--- src/rtl/inv_sched.sv ---
// inv_sched: round-robin scheduler that shares one fixed-latency reciprocal
// datapath between NREQ requesters. Operands are normalized (leading one at
// bit 14) before issue, a tag pipeline follows each issue through the
// datapath, and results land in per-requester response registers.
// Optional grant statistics are compiled in with INV_SCHED_STATS_EN.
//
// Handshakes: both sides use strict valid/ready. A request transfers on a
// cycle where req_valid[i] & req_ready[i]; a response transfers on a cycle
// where rsp_valid[i] & rsp_ready[i]. A raised valid is never withdrawn by the
// scheduler, and rsp_data/rsp_shift/rsp_dbz stay constant while rsp_valid is high.
module inv_sched #(
  parameter int NREQ      = 4,
  parameter int INV_LAT   = 5,
  parameter int RESWRDLEN = 24
) (
  input  logic                        clk,
  input  logic                        rst_n,
  input  logic [NREQ-1:0]             req_valid,
  output logic [NREQ-1:0]             req_ready,
  input  logic [NREQ*15-1:0]          req_data,
  output logic [15:0]                 inv_x,
  output logic                        inv_issue,
  input  logic [RESWRDLEN-1:0]        inv_res,
  output logic [NREQ-1:0]             rsp_valid,
  input  logic [NREQ-1:0]             rsp_ready,
  output logic [NREQ*RESWRDLEN-1:0]   rsp_data,
  output logic [NREQ*4-1:0]           rsp_shift,
  output logic [NREQ-1:0]             rsp_dbz
`ifdef INV_SCHED_STATS_EN
  ,
  input  logic [((NREQ > 1) ? $clog2(NREQ) : 1)-1:0] stat_sel,
  input  logic                        stat_clr,
  output logic [15:0]                 stat_cnt
`endif
);

  localparam int IDXW = (NREQ > 1) ? $clog2(NREQ) : 1;

  // Request-side state
  logic [IDXW-1:0]      rr_ptr_q, rr_ptr_d;
  logic [NREQ-1:0]      inflight_q, inflight_d;
  logic                 inv_issue_q;
  logic [15:0]          inv_x_q;
  logic [IDXW-1:0]      iss_idx_q;
  logic [3:0]           iss_s_q;
  logic                 iss_dbz_q;

  // Tag pipeline running alongside the datapath
  logic [INV_LAT-1:0]   tag_vld_q;
  logic [IDXW-1:0]      tag_idx_q [INV_LAT];
  logic [3:0]           tag_s_q   [INV_LAT];
  logic [INV_LAT-1:0]   tag_dbz_q;

  // Response registers
  logic [NREQ-1:0]      rsp_valid_q, rsp_valid_d;
  logic [RESWRDLEN-1:0] rsp_data_q  [NREQ];
  logic [3:0]           rsp_shift_q [NREQ];
  logic [NREQ-1:0]      rsp_dbz_q;

  // Arbitration and normalization signals
  logic [14:0]          req_op [NREQ];
  logic [NREQ-1:0]      eligible;
  logic [NREQ-1:0]      gnt;
  logic                 gnt_found;
  logic [IDXW-1:0]      gnt_idx;
  logic [14:0]          gnt_op;
  logic [3:0]           msb_pos;
  logic                 op_zero;
  logic [3:0]           norm_s;
  logic [15:0]          norm_x;

  // Exit of the tag pipeline: the datapath result for this tag is on inv_res now
  logic                 cap_v;
  logic [IDXW-1:0]      cap_idx;
  logic [3:0]           cap_s;
  logic                 cap_dbz;

  assign cap_v   = tag_vld_q[INV_LAT-1];
  assign cap_idx = tag_idx_q[INV_LAT-1];
  assign cap_s   = tag_s_q[INV_LAT-1];
  assign cap_dbz = tag_dbz_q[INV_LAT-1];

  // A requester is busy from grant until its response is accepted
  assign eligible = req_valid & ~(inflight_q | rsp_valid_q);

  for (genvar gi = 0; gi < NREQ; gi++) begin : g_slices
    assign req_op[gi] = req_data[gi*15 +: 15];
    assign rsp_data[gi*RESWRDLEN +: RESWRDLEN] = rsp_data_q[gi];
    assign rsp_shift[gi*4 +: 4] = rsp_shift_q[gi];
  end

  assign rsp_valid = rsp_valid_q;
  assign rsp_dbz   = rsp_dbz_q;
  assign inv_x     = inv_x_q;
  assign inv_issue = inv_issue_q;
  assign req_ready = gnt;

  // Round-robin search for the first eligible index at or after rr_ptr
  always_comb begin
    int          idx;
    logic [IDXW-1:0] idx_v;
    gnt       = '0;
    gnt_found = 1'b0;
    gnt_idx   = '0;
    idx       = 0;
    idx_v     = '0;
    for (int k = 0; k < NREQ; k++) begin
      idx = int'(rr_ptr_q) + k;
      if (idx >= NREQ) idx = idx - NREQ;
      idx_v = IDXW'(idx);
      if (!gnt_found && eligible[idx_v]) begin
        gnt_found = 1'b1;
        gnt_idx   = idx_v;
      end
    end
    if (!rst_n) gnt_found = 1'b0;
    if (gnt_found) gnt[gnt_idx] = 1'b1;
  end

  // Leading-one detect and left shift of the granted operand
  always_comb begin
    gnt_op  = req_op[gnt_idx];
    msb_pos = 4'd0;
    for (int b = 0; b < 15; b++) begin
      if (gnt_op[b]) msb_pos = 4'(b);
    end
    op_zero = (gnt_op == '0);
    norm_s  = op_zero ? 4'd0 : (4'd14 - msb_pos);
    norm_x  = {1'b0, gnt_op << norm_s};
  end

  // Next-state for pointer, in-flight flags and response valids
  always_comb begin
    rr_ptr_d    = rr_ptr_q;
    inflight_d  = inflight_q;
    rsp_valid_d = rsp_valid_q;
    if (gnt_found) begin
      rr_ptr_d = (int'(gnt_idx) == NREQ - 1) ? '0 : gnt_idx + IDXW'(1);
    end
    for (int i = 0; i < NREQ; i++) begin
      if (gnt[i]) inflight_d[i] = 1'b1;
      if (cap_v && (cap_idx == IDXW'(i))) begin
        inflight_d[i]  = 1'b0;
        rsp_valid_d[i] = 1'b1;
      end else if (rsp_valid_q[i] && rsp_ready[i]) begin
        rsp_valid_d[i] = 1'b0;
      end
    end
  end

  // Request-side registers and the registered issue to the datapath
  always_ff @(posedge clk or negedge rst_n) begin
    if (!rst_n) begin
      rr_ptr_q    <= '0;
      inflight_q  <= '0;
      inv_issue_q <= 1'b0;
      inv_x_q     <= '0;
      iss_idx_q   <= '0;
      iss_s_q     <= '0;
      iss_dbz_q   <= 1'b0;
    end else begin
      rr_ptr_q    <= rr_ptr_d;
      inflight_q  <= inflight_d;
      inv_issue_q <= gnt_found;
      inv_x_q     <= gnt_found ? norm_x : 16'd0;
      iss_idx_q   <= gnt_idx;
      iss_s_q     <= norm_s;
      iss_dbz_q   <= op_zero;
    end
  end

  // Tag shift register: stage INV_LAT-1 lines up with the result on inv_res
  always_ff @(posedge clk or negedge rst_n) begin
    if (!rst_n) begin
      tag_vld_q <= '0;
      tag_dbz_q <= '0;
      for (int j = 0; j < INV_LAT; j++) begin
        tag_idx_q[j] <= '0;
        tag_s_q[j]   <= '0;
      end
    end else begin
      tag_vld_q[0] <= inv_issue_q;
      tag_idx_q[0] <= iss_idx_q;
      tag_s_q[0]   <= iss_s_q;
      tag_dbz_q[0] <= iss_dbz_q;
      for (int j = 1; j < INV_LAT; j++) begin
        tag_vld_q[j] <= tag_vld_q[j-1];
        tag_idx_q[j] <= tag_idx_q[j-1];
        tag_s_q[j]   <= tag_s_q[j-1];
        tag_dbz_q[j] <= tag_dbz_q[j-1];
      end
    end
  end

  // Capture returning results into the owning requester's response register
  always_ff @(posedge clk or negedge rst_n) begin
    if (!rst_n) begin
      rsp_valid_q <= '0;
      rsp_dbz_q   <= '0;
      for (int i = 0; i < NREQ; i++) begin
        rsp_data_q[i]  <= '0;
        rsp_shift_q[i] <= '0;
      end
    end else begin
      rsp_valid_q <= rsp_valid_d;
      for (int i = 0; i < NREQ; i++) begin
        if (cap_v && (cap_idx == IDXW'(i))) begin
          rsp_data_q[i]  <= cap_dbz ? '1 : inv_res;
          rsp_shift_q[i] <= cap_s;
          rsp_dbz_q[i]   <= cap_dbz;
        end
      end
    end
  end

`ifdef INV_SCHED_STATS_EN
  logic [15:0] cnt_q [NREQ];

  assign stat_cnt = cnt_q[stat_sel];

  // Per-requester saturating grant counters with synchronous clear
  always_ff @(posedge clk or negedge rst_n) begin
    if (!rst_n) begin
      for (int i = 0; i < NREQ; i++) cnt_q[i] <= '0;
    end else if (stat_clr) begin
      for (int i = 0; i < NREQ; i++) cnt_q[i] <= '0;
    end else begin
      for (int i = 0; i < NREQ; i++) begin
        if (gnt[i] && (cnt_q[i] != 16'hFFFF)) cnt_q[i] <= cnt_q[i] + 16'd1;
      end
    end
  end
`endif

endmodule

--- config.mk ---
export PLATFORM = sky130hd
export DESIGN_NAME = inv_sched
export DESIGN_NICKNAME = d
export VERILOG_FILES = /design/src/rtl/inv_sched.sv
export SDC_FILE = /design/constraint.sdc
export NUM_CORES = 1
export LEC_CHECK = 0
export ABC_AREA = 1
export BUFFER_PORTS_ARGS = -buffer_cell sky130_fd_sc_hd__buf_2
export CAP_MARGIN = 30
export CORE_ASPECT_RATIO = 0.9
export CORE_MARGIN = 2
export CORE_UTILIZATION = 56
export CTS_CLUSTER_DIAMETER = 100
export CTS_CLUSTER_SIZE = 30
export DETAILED_ROUTE_END_ITERATION = 7
export GPL_TIMING_DRIVEN = 0
export MAX_ROUTING_LAYER = met4
export PLACE_DENSITY_LB_ADDON = 0.2
export SLEW_MARGIN = 30
export SYNTH_ARGS = -nofsm -noshare
export SYNTH_HDL_FRONTEND = slang
export SYNTH_SLANG_ARGS = --single-unit
--- constraint.sdc ---
create_clock -name clk -period 5.4 [get_ports clk]
set_clock_uncertainty 0.1 [all_clocks]
set_input_delay 0.54 -clock clk [delete_from_list [all_inputs] [get_ports clk]]
set_output_delay 0.54 -clock clk [all_outputs]
set_load 0.1 [all_outputs]
Word-level counts from Yosys, hierarchy flattened
Index checks and enable logic that the tools add are counted.
Widths: inputs -> output; s select.
{"block": "word_totals", "regBits": 189, "input_bits": 94, "output_inout_bits": 141, "word_cells": 153}
{"block": "classes", "n_addsub": 9, "n_lt_le_gt_ge": 11, "n_eq_ne": 4, "shift": 1, "n_mux": 61, "bitwise_logic": 4, "reduce_logical": 25}
{"operator": "$mux 4", "n": 15}
{"operator": "$mux 15", "n": 3}
{"operator": "$bmux 15 s2", "n": 1}
{"operator": "$mux 1", "n": 27}
{"operator": "$mux 24", "n": 1}
{"operator": "$mux 2", "n": 9}
{"operator": "$reduce_bool 2->1", "n": 8}
{"operator": "$logic_not 15->1", "n": 1}
{"operator": "$lt 2x3->1 const B", "n": 5}
{"operator": "$shl 15x4->15", "n": 1}
{"operator": "$ge 3x3->1 const B", "n": 4}
{"operator": "$logic_and 1x1->1", "n": 12}
{"operator": "$bmux 1 s2", "n": 4}
{"operator": "$sub 2x1->2 const B", "n": 4}
{"operator": "$add 2x2->3 const B", "n": 2}
{"operator": "$and 4x4->4", "n": 1}
{"operator": "$eq 2x1->1 const B", "n": 2}
{"operator": "$eq 2x2->1 const B", "n": 2}
{"operator": "$not 4->4", "n": 1}
{"operator": "$or 4x4->4", "n": 1}
{"operator": "$sub 4x4->4 const A", "n": 1}
{"operator": "$add 2x1->3 const B", "n": 1}
{"operator": "$ge 2x3->1 const B", "n": 1}
{"operator": "$logic_not 1->1", "n": 3}
{"operator": "5 further kinds", "n": 5}

Logic depth before layout (Yosys ltp)
{"block": "depth", "ltp_word": 37, "mapped_depth": 39, "mapped_depth_nobuf": 36}

Least setup slack after synthesis
Ideal clock, no wire load.
{"block": "synth_timing", "path_kind": "register -> register", "start": "reg rsp_valid_q[1], in the netlist rsp_valid[1]", "end": "reg inv_x_q[9], in the netlist inv_x[9]", "t_arrival_ns": 4.032, "required_time_ns": 5.187, "slack_ns": 1.155, "path_stages_with_launch": 32, "path_buffers": 3, "period_less_slack_ns": 4.245, "path_cell_list": "dfrtp_1 > nor2_1 > nand3_1 > nand3_1 > nand2_2 > and2_1 > nand2_1 > nor2_4 > inv_2 > nand2_2 > buf_6 > o21ai_0 > o21bai_1 > nand2_1 > inv_1 > nand2_1 > nand2_1 > nand2_1 > nand2_1 > nand2_1 > nand2_2 > nand2_4 > buf_6 > inv_2 > ha_1 > nor2_8 > buf_2 > nand3_1 > nand3_1 > nand3_1 > nand2_1 > inv_1"}
{"block": "synth_between", "elab_chain_len": 37, "elab_cells_between_ends": 49, "classes_between": "add/sub (1); shift (1); mux (36); bitwise (4); reduce/logical (7)"}
{"item": "from (decl)", "line_no": "55", "source": "logic [NREQ-1:0] rsp_valid_q, rsp_valid_d;"}
{"item": "from (signal assigned)", "line_no": "205", "source": "rsp_valid_q <= rsp_valid_d;"}
{"item": "$or 4x4->4 *", "line_no": "84", "source": "assign eligible = req_valid & ~(inflight_q | rsp_valid_q);"}
{"item": "$not 4->4 *", "line_no": "84"}
{"item": "$and 4x4->4 *", "line_no": "84"}
{"item": "$bmux 1 s2", "line_no": "111", "source": "if (!gnt_found && eligible[idx_v]) begin"}
{"item": "$mux 1 (implied by the code)", "line_no": "111"}
{"item": "$mux 1", "line_no": "111"}
{"item": "$logic_not 1->1", "line_no": "111"}
{"item": "$logic_and 1x1->1", "line_no": "111"}
{"item": "[7 not listed]"}
{"item": "net gnt_idx[1]", "line_no": "65", "source": "logic [IDXW-1:0] gnt_idx;"}
{"item": "[2 not listed]"}
{"item": "$mux 15 (implied by the code) * (2 in a row)", "line_no": "122", "source": "gnt_op = req_op[gnt_idx];"}
{"item": "$mux 1", "line_no": "125", "source": "if (gnt_op[b]) msb_pos = 4'(b);"}
{"item": "$mux 4 (13 in a row)", "line_no": "125"}
{"item": "$sub 4x4->4", "line_no": "128", "source": "norm_s = op_zero ? 4'd0 : (4'd14 - msb_pos);"}
{"item": "$mux 4 *", "line_no": "128"}
{"item": "net norm_s[1]", "line_no": "69", "source": "logic [3:0] norm_s;"}
{"item": "$shl 15x4->15 *", "line_no": "129", "source": "norm_x = {1'b0, gnt_op << norm_s};"}
{"item": "$mux 15 *", "line_no": "165", "source": "inv_x_q <= gnt_found ? norm_x : 16'd0;"}
{"item": "to (signal assigned)", "line_no": "165"}
{"item": "to (decl)", "line_no": "43", "source": "logic [15:0] inv_x_q;"}
Mark *: on every way through the listed nets, which the timed path passes. The rest lies on a longest branch. The select of a mux whose other input is x is not followed.
A chain may end at the register's enable or synchronous reset.

Worst setup path after layout
{"block": "layout_timing", "start": "reg rsp_valid_q[3], in the netlist rsp_valid[3]", "end": "reg inv_x_q[8], in the netlist inv_x[8]"}
{"block": "layout_between", "elab_chain_len": 37, "elab_cells_between_ends": 49, "classes_between": "add/sub (1); shift (1); mux (36); bitwise (4); reduce/logical (7)"}
{"item": "$or 4x4->4 *", "line_no": "84"}
{"item": "$not 4->4 *", "line_no": "84"}
{"item": "$and 4x4->4 *", "line_no": "84"}
{"item": "$bmux 1 s2", "line_no": "111"}
{"item": "$mux 1 (implied by the code)", "line_no": "111"}
{"item": "$mux 1", "line_no": "111"}
{"item": "$logic_not 1->1", "line_no": "111"}
{"item": "$logic_and 1x1->1", "line_no": "111"}
{"item": "[9 not listed]"}
{"item": "$mux 15 (implied by the code) * (2 in a row)", "line_no": "122"}
{"item": "$mux 1", "line_no": "125"}
{"item": "$mux 4 (13 in a row)", "line_no": "125"}
{"item": "$sub 4x4->4", "line_no": "128"}
{"item": "$mux 4 *", "line_no": "128"}
{"item": "net norm_s[1]", "line_no": "69"}
{"item": "$shl 15x4->15 *", "line_no": "129"}
{"item": "$mux 15 *", "line_no": "165"}
Marked as above.

==> flow_metrics.py <==
metrics = {
    "global_route": {
        "grt_max_degree": 69,
        "grt_pass1_wl_mm": 36.5,
        "grt_usage_pct": 30.6,
        "grt.overflow.total": 0,
        "grt_pass1_vias": 7189,
        "antenna_found_initial": 0,
    },
    "timing": {
        "setup_tns_ns": 0,
        "maxSlewViolCount": 0,
        "setup_viol": 0,
        "hold_viol": 0,
        "slew-limit-headroom_pct": 34.9,
        "period_minus_slack_ns": 4.36,
        "rsz0062_at_grt": "no",
        "tightest_slew_ns": 0.969,
        "max_freq_mhz": 229,
        "period_share_pct": 80.8,
    },
    "detailed_routing": {
        "vias_per_cell": 5.15,
        "routed_wl_mm": 22.4,
        "antenna_left": 0,
        "first_pass_iters": 5,
        "wl_per_cell_um": 15.5,
        "drt-initial-drc-count": 586,
        "drc_errors": 0,
        "vias": 7443,
    },
    "clock_network": {
        "worstSkewPairLatency_ns": 0.43,
        "clockBufferDepth": 2,
        "cts-root-buf": "clkbuf_16",
        "cts_buffers": 17,
        "htree_levels": 4,
        "cts_tree": "yes",
        "clkSlewWorstSetupHoldPaths_ns": 0.07,
        "clock_sinks": 189,
    },
    "worst_setup_path": {
        "r2r_end": "inv_x[8]",
        "startpoint_type": "flip-flop",
        "max_stage_delay_ns": 0.41,
        "crit_type": "reg2reg",
        "crit_family": "simple AND/OR/NAND/NOR gates",
        "critPathMaxFanout": 11,
        "crit_required_ns": 5.62,
        "crit_top_cell": "nand2_1",
        "critPathBufInv": 6,
        "r2r-start": "rsp_valid[3]",
        "worst_setup_path_end_kind": "flip-flop",
        "r2r_slack_ns": 1.04,
        "cp_slowest_cell": "dfrtp_1",
        "cp_data_arrival_time_ns": 4.58,
        "rr_worst_depth": 30,
    },
    "floorplan": {
        "die_area_um2": 15900,
        "die_y_um": 120,
        "start_util_pct": 57.0,
        "die_w_um": 133,
        "rows": 42,
        "coreArea_um2": 14700,
        "pin_count": 235,
    },
    "yosys": {
        "synth.largest_area_cell": "dfrtp_1",
        "yosysSeqAreaShare_pct": 56.6,
        "syn-cell-area_um2": 8360,
        "yosys-top-cells-area": "dfrtp_1 57%, nand2_1 20%, nand3_1 4.0%, o21ai_0 2.2%, inv_1 2.0%",
        "yosys.area.top_type_share_pct": 56.6,
        "syn-instance-count": 978,
        "ys_warn_count": 0,
        "synth.avg_cell_area_um2": 8.54,
        "yosysUniqueCellTypes": 43,
        "synthesis.nets": 1077,
        "ys_seq_elements": 189,
    },
    "flow_run": {
        "cap_viol_max_count": 0,
    },
    "placement": {
        "gp_congestion": 0.908,
        "place_hpwl_mm": 16.2,
        "portBuffers": 233,
        "placed_cells": 1411,
    },
    "run_status": {
        "status": "complete, no violations",
    },
    "final_layout": {
        "nNetsFinal": 1332,
        "drive_above_1_share_pct": 28.2,
        "n_antenna_cell": 0,
        "finalNonFillerCells": 1444,
        "areaGrowthSynthToFinish_pct": 26.0,
    },
    "min_path": {
        "hold_path_end": "rsp_valid[0]",
        "hp-start": "rsp_ready[0]",
        "min_delay_path_depth": 2,
        "hp-class": "in2reg",
    },
}
==> synthesized netlist by cell type, drive strengths merged <==
| cell type | n |
|---|---|
| or2 | 26 |
| a31oi | 1 |
| clkbuf | 23 |
| nand4 | 6 |
| nand3b | 1 |
| dfrtp | 189 |
| o21bai | 20 |
| inv | 54 |
| nor3 | 5 |
| nor2 | 29 |
| nand2 | 449 |
| clkinv | 7 |
| ha | 5 |
| o22ai | 1 |
| and2 | 1 |
| nand3 | 75 |
| o211ai | 3 |
| a21oi | 8 |
| buf | 18 |
| a21boi | 1 |
| o21ai | 51 |
| conb | 1 |
| o21a | 4 |
==> flip-flops by register name, indices dropped and copies added, names as in the netlist, 5 cells and up <==
name,cells
inv_x,15
rsp_data,96
rsp_shift,16
tag_dbz_q,5
tag_idx_q,8
tag_s_q,16
tag_vld_q,5
==> placed cells by master (no fill, tap or decap), drive strengths merged <==
cell type	count
o211ai	3
a21oi	8
a31oi	1
nand3	75
dfrtp	189
clkinv	9
nand3b	1
nand4	6
nand2	449
o22ai	1
conb	1
or2	26
o21ai	51
buf	253
nor3	5
inv	61
bufinv	5
o21bai	20
and2	1
ha	5
nor2	29
o21a	4
dlygate4sd3	1
a21boi	1
clkbuf	41
==> worst register-to-register path: cells and delay by family (launching register included) <==
family / cells / cell delay (ns)
simple gates: 20 / 2.09
compound gates: 3 / 0.48
fa+ha+maj: 1 / 0.35
buf+inv: 6 / 0.83
flops: 1 / 0.41
==> area by class of cell <==
| type | count | area [um2] |
|---|---|---|
| Sequential cell | 189 | 4730 |
| Fill cell | 1121 | 4140 |
| Multi-Input combinational cell | 687 | 3150 |
| Timing Repair Buffer | 236 | 1240 |
| Clock buffer | 18 | 429 |
| Clock inverter | 14 | 251 |
| Tap cell | 198 | 248 |
| Inverter | 61 | 244 |
| Buffer | 41 | 235 |
==> per-stage QoR <==
stage | hold WS, ns | util [%] | instance area (um2) | setup WS [ns]
global route | 0.177 | 71.8 | 10500 | 0.601
global placement | 0.231 | 66.6 | 9770 | -0.666
floorplan | 0.144 | - | 8360 | 1.16
detailed placement | 0.235 | 67.1 | 9830 | 1.01
CTS | 0.172 | 71.8 | 10500 | 1.05
finish | 0.193 | 71.8 | 10500 | 1.04
==> kinds of logic (layout without fill, tap and decap cells) <==
logic type	Yosys count	count (layout)	synth area share, %
flip-flops	189	189	56.6
buffers and inverters	102	370	5.74
other	1	1	0.0449
AND/OR/NAND/NOR	592	592	30.5
AO/OA/AOI/OAI	89	89	6.33
adder cells (fa/ha/maj)	5	5	0.749
==> worst max-delay path by stage <==
| stage | endpoint | from | cells after the start |
|---|---|---|---|
| 3_5_place_dp | inv_x[8] | req_valid[3] | 29 |
| 3_3_place_gp | req_ready[2] | rst_n | 7 |
| 5_1_grt | inv_x[8] | rsp_valid[2] | 30 |
| 2_1_floorplan | inv_x[9] | rsp_valid[1] | 31 |
| 4_1_cts | inv_x[8] | rsp_valid[2] | 30 |
| 6_report | inv_x[8] | rsp_valid[3] | 30 |
==> routing by layer <==
| layer | routed length (um) | vias to the layer above | track usage, % |
|---|---|---|---|
| met1 | 9680 | 3552 | 40.7 |
| li1 | - | 3584 | - |
| met2 | 10800 | 268 | 47.8 |
| met4 | 600 | 0 | 11.3 |
| met5 | 0 | - | - |
| met3 | 1400 | 39 | 5.45 |
==> timing repair <==
item                      in CTS  in global routing
buffers inserted               0                  0
hold endpoints to repair      66                  0
resized for setup              0                  0
hold buffers                   1                  0
Power is not shown: default switching activity piles up to over one toggle a cycle in this logic, so the estimate is an artifact.
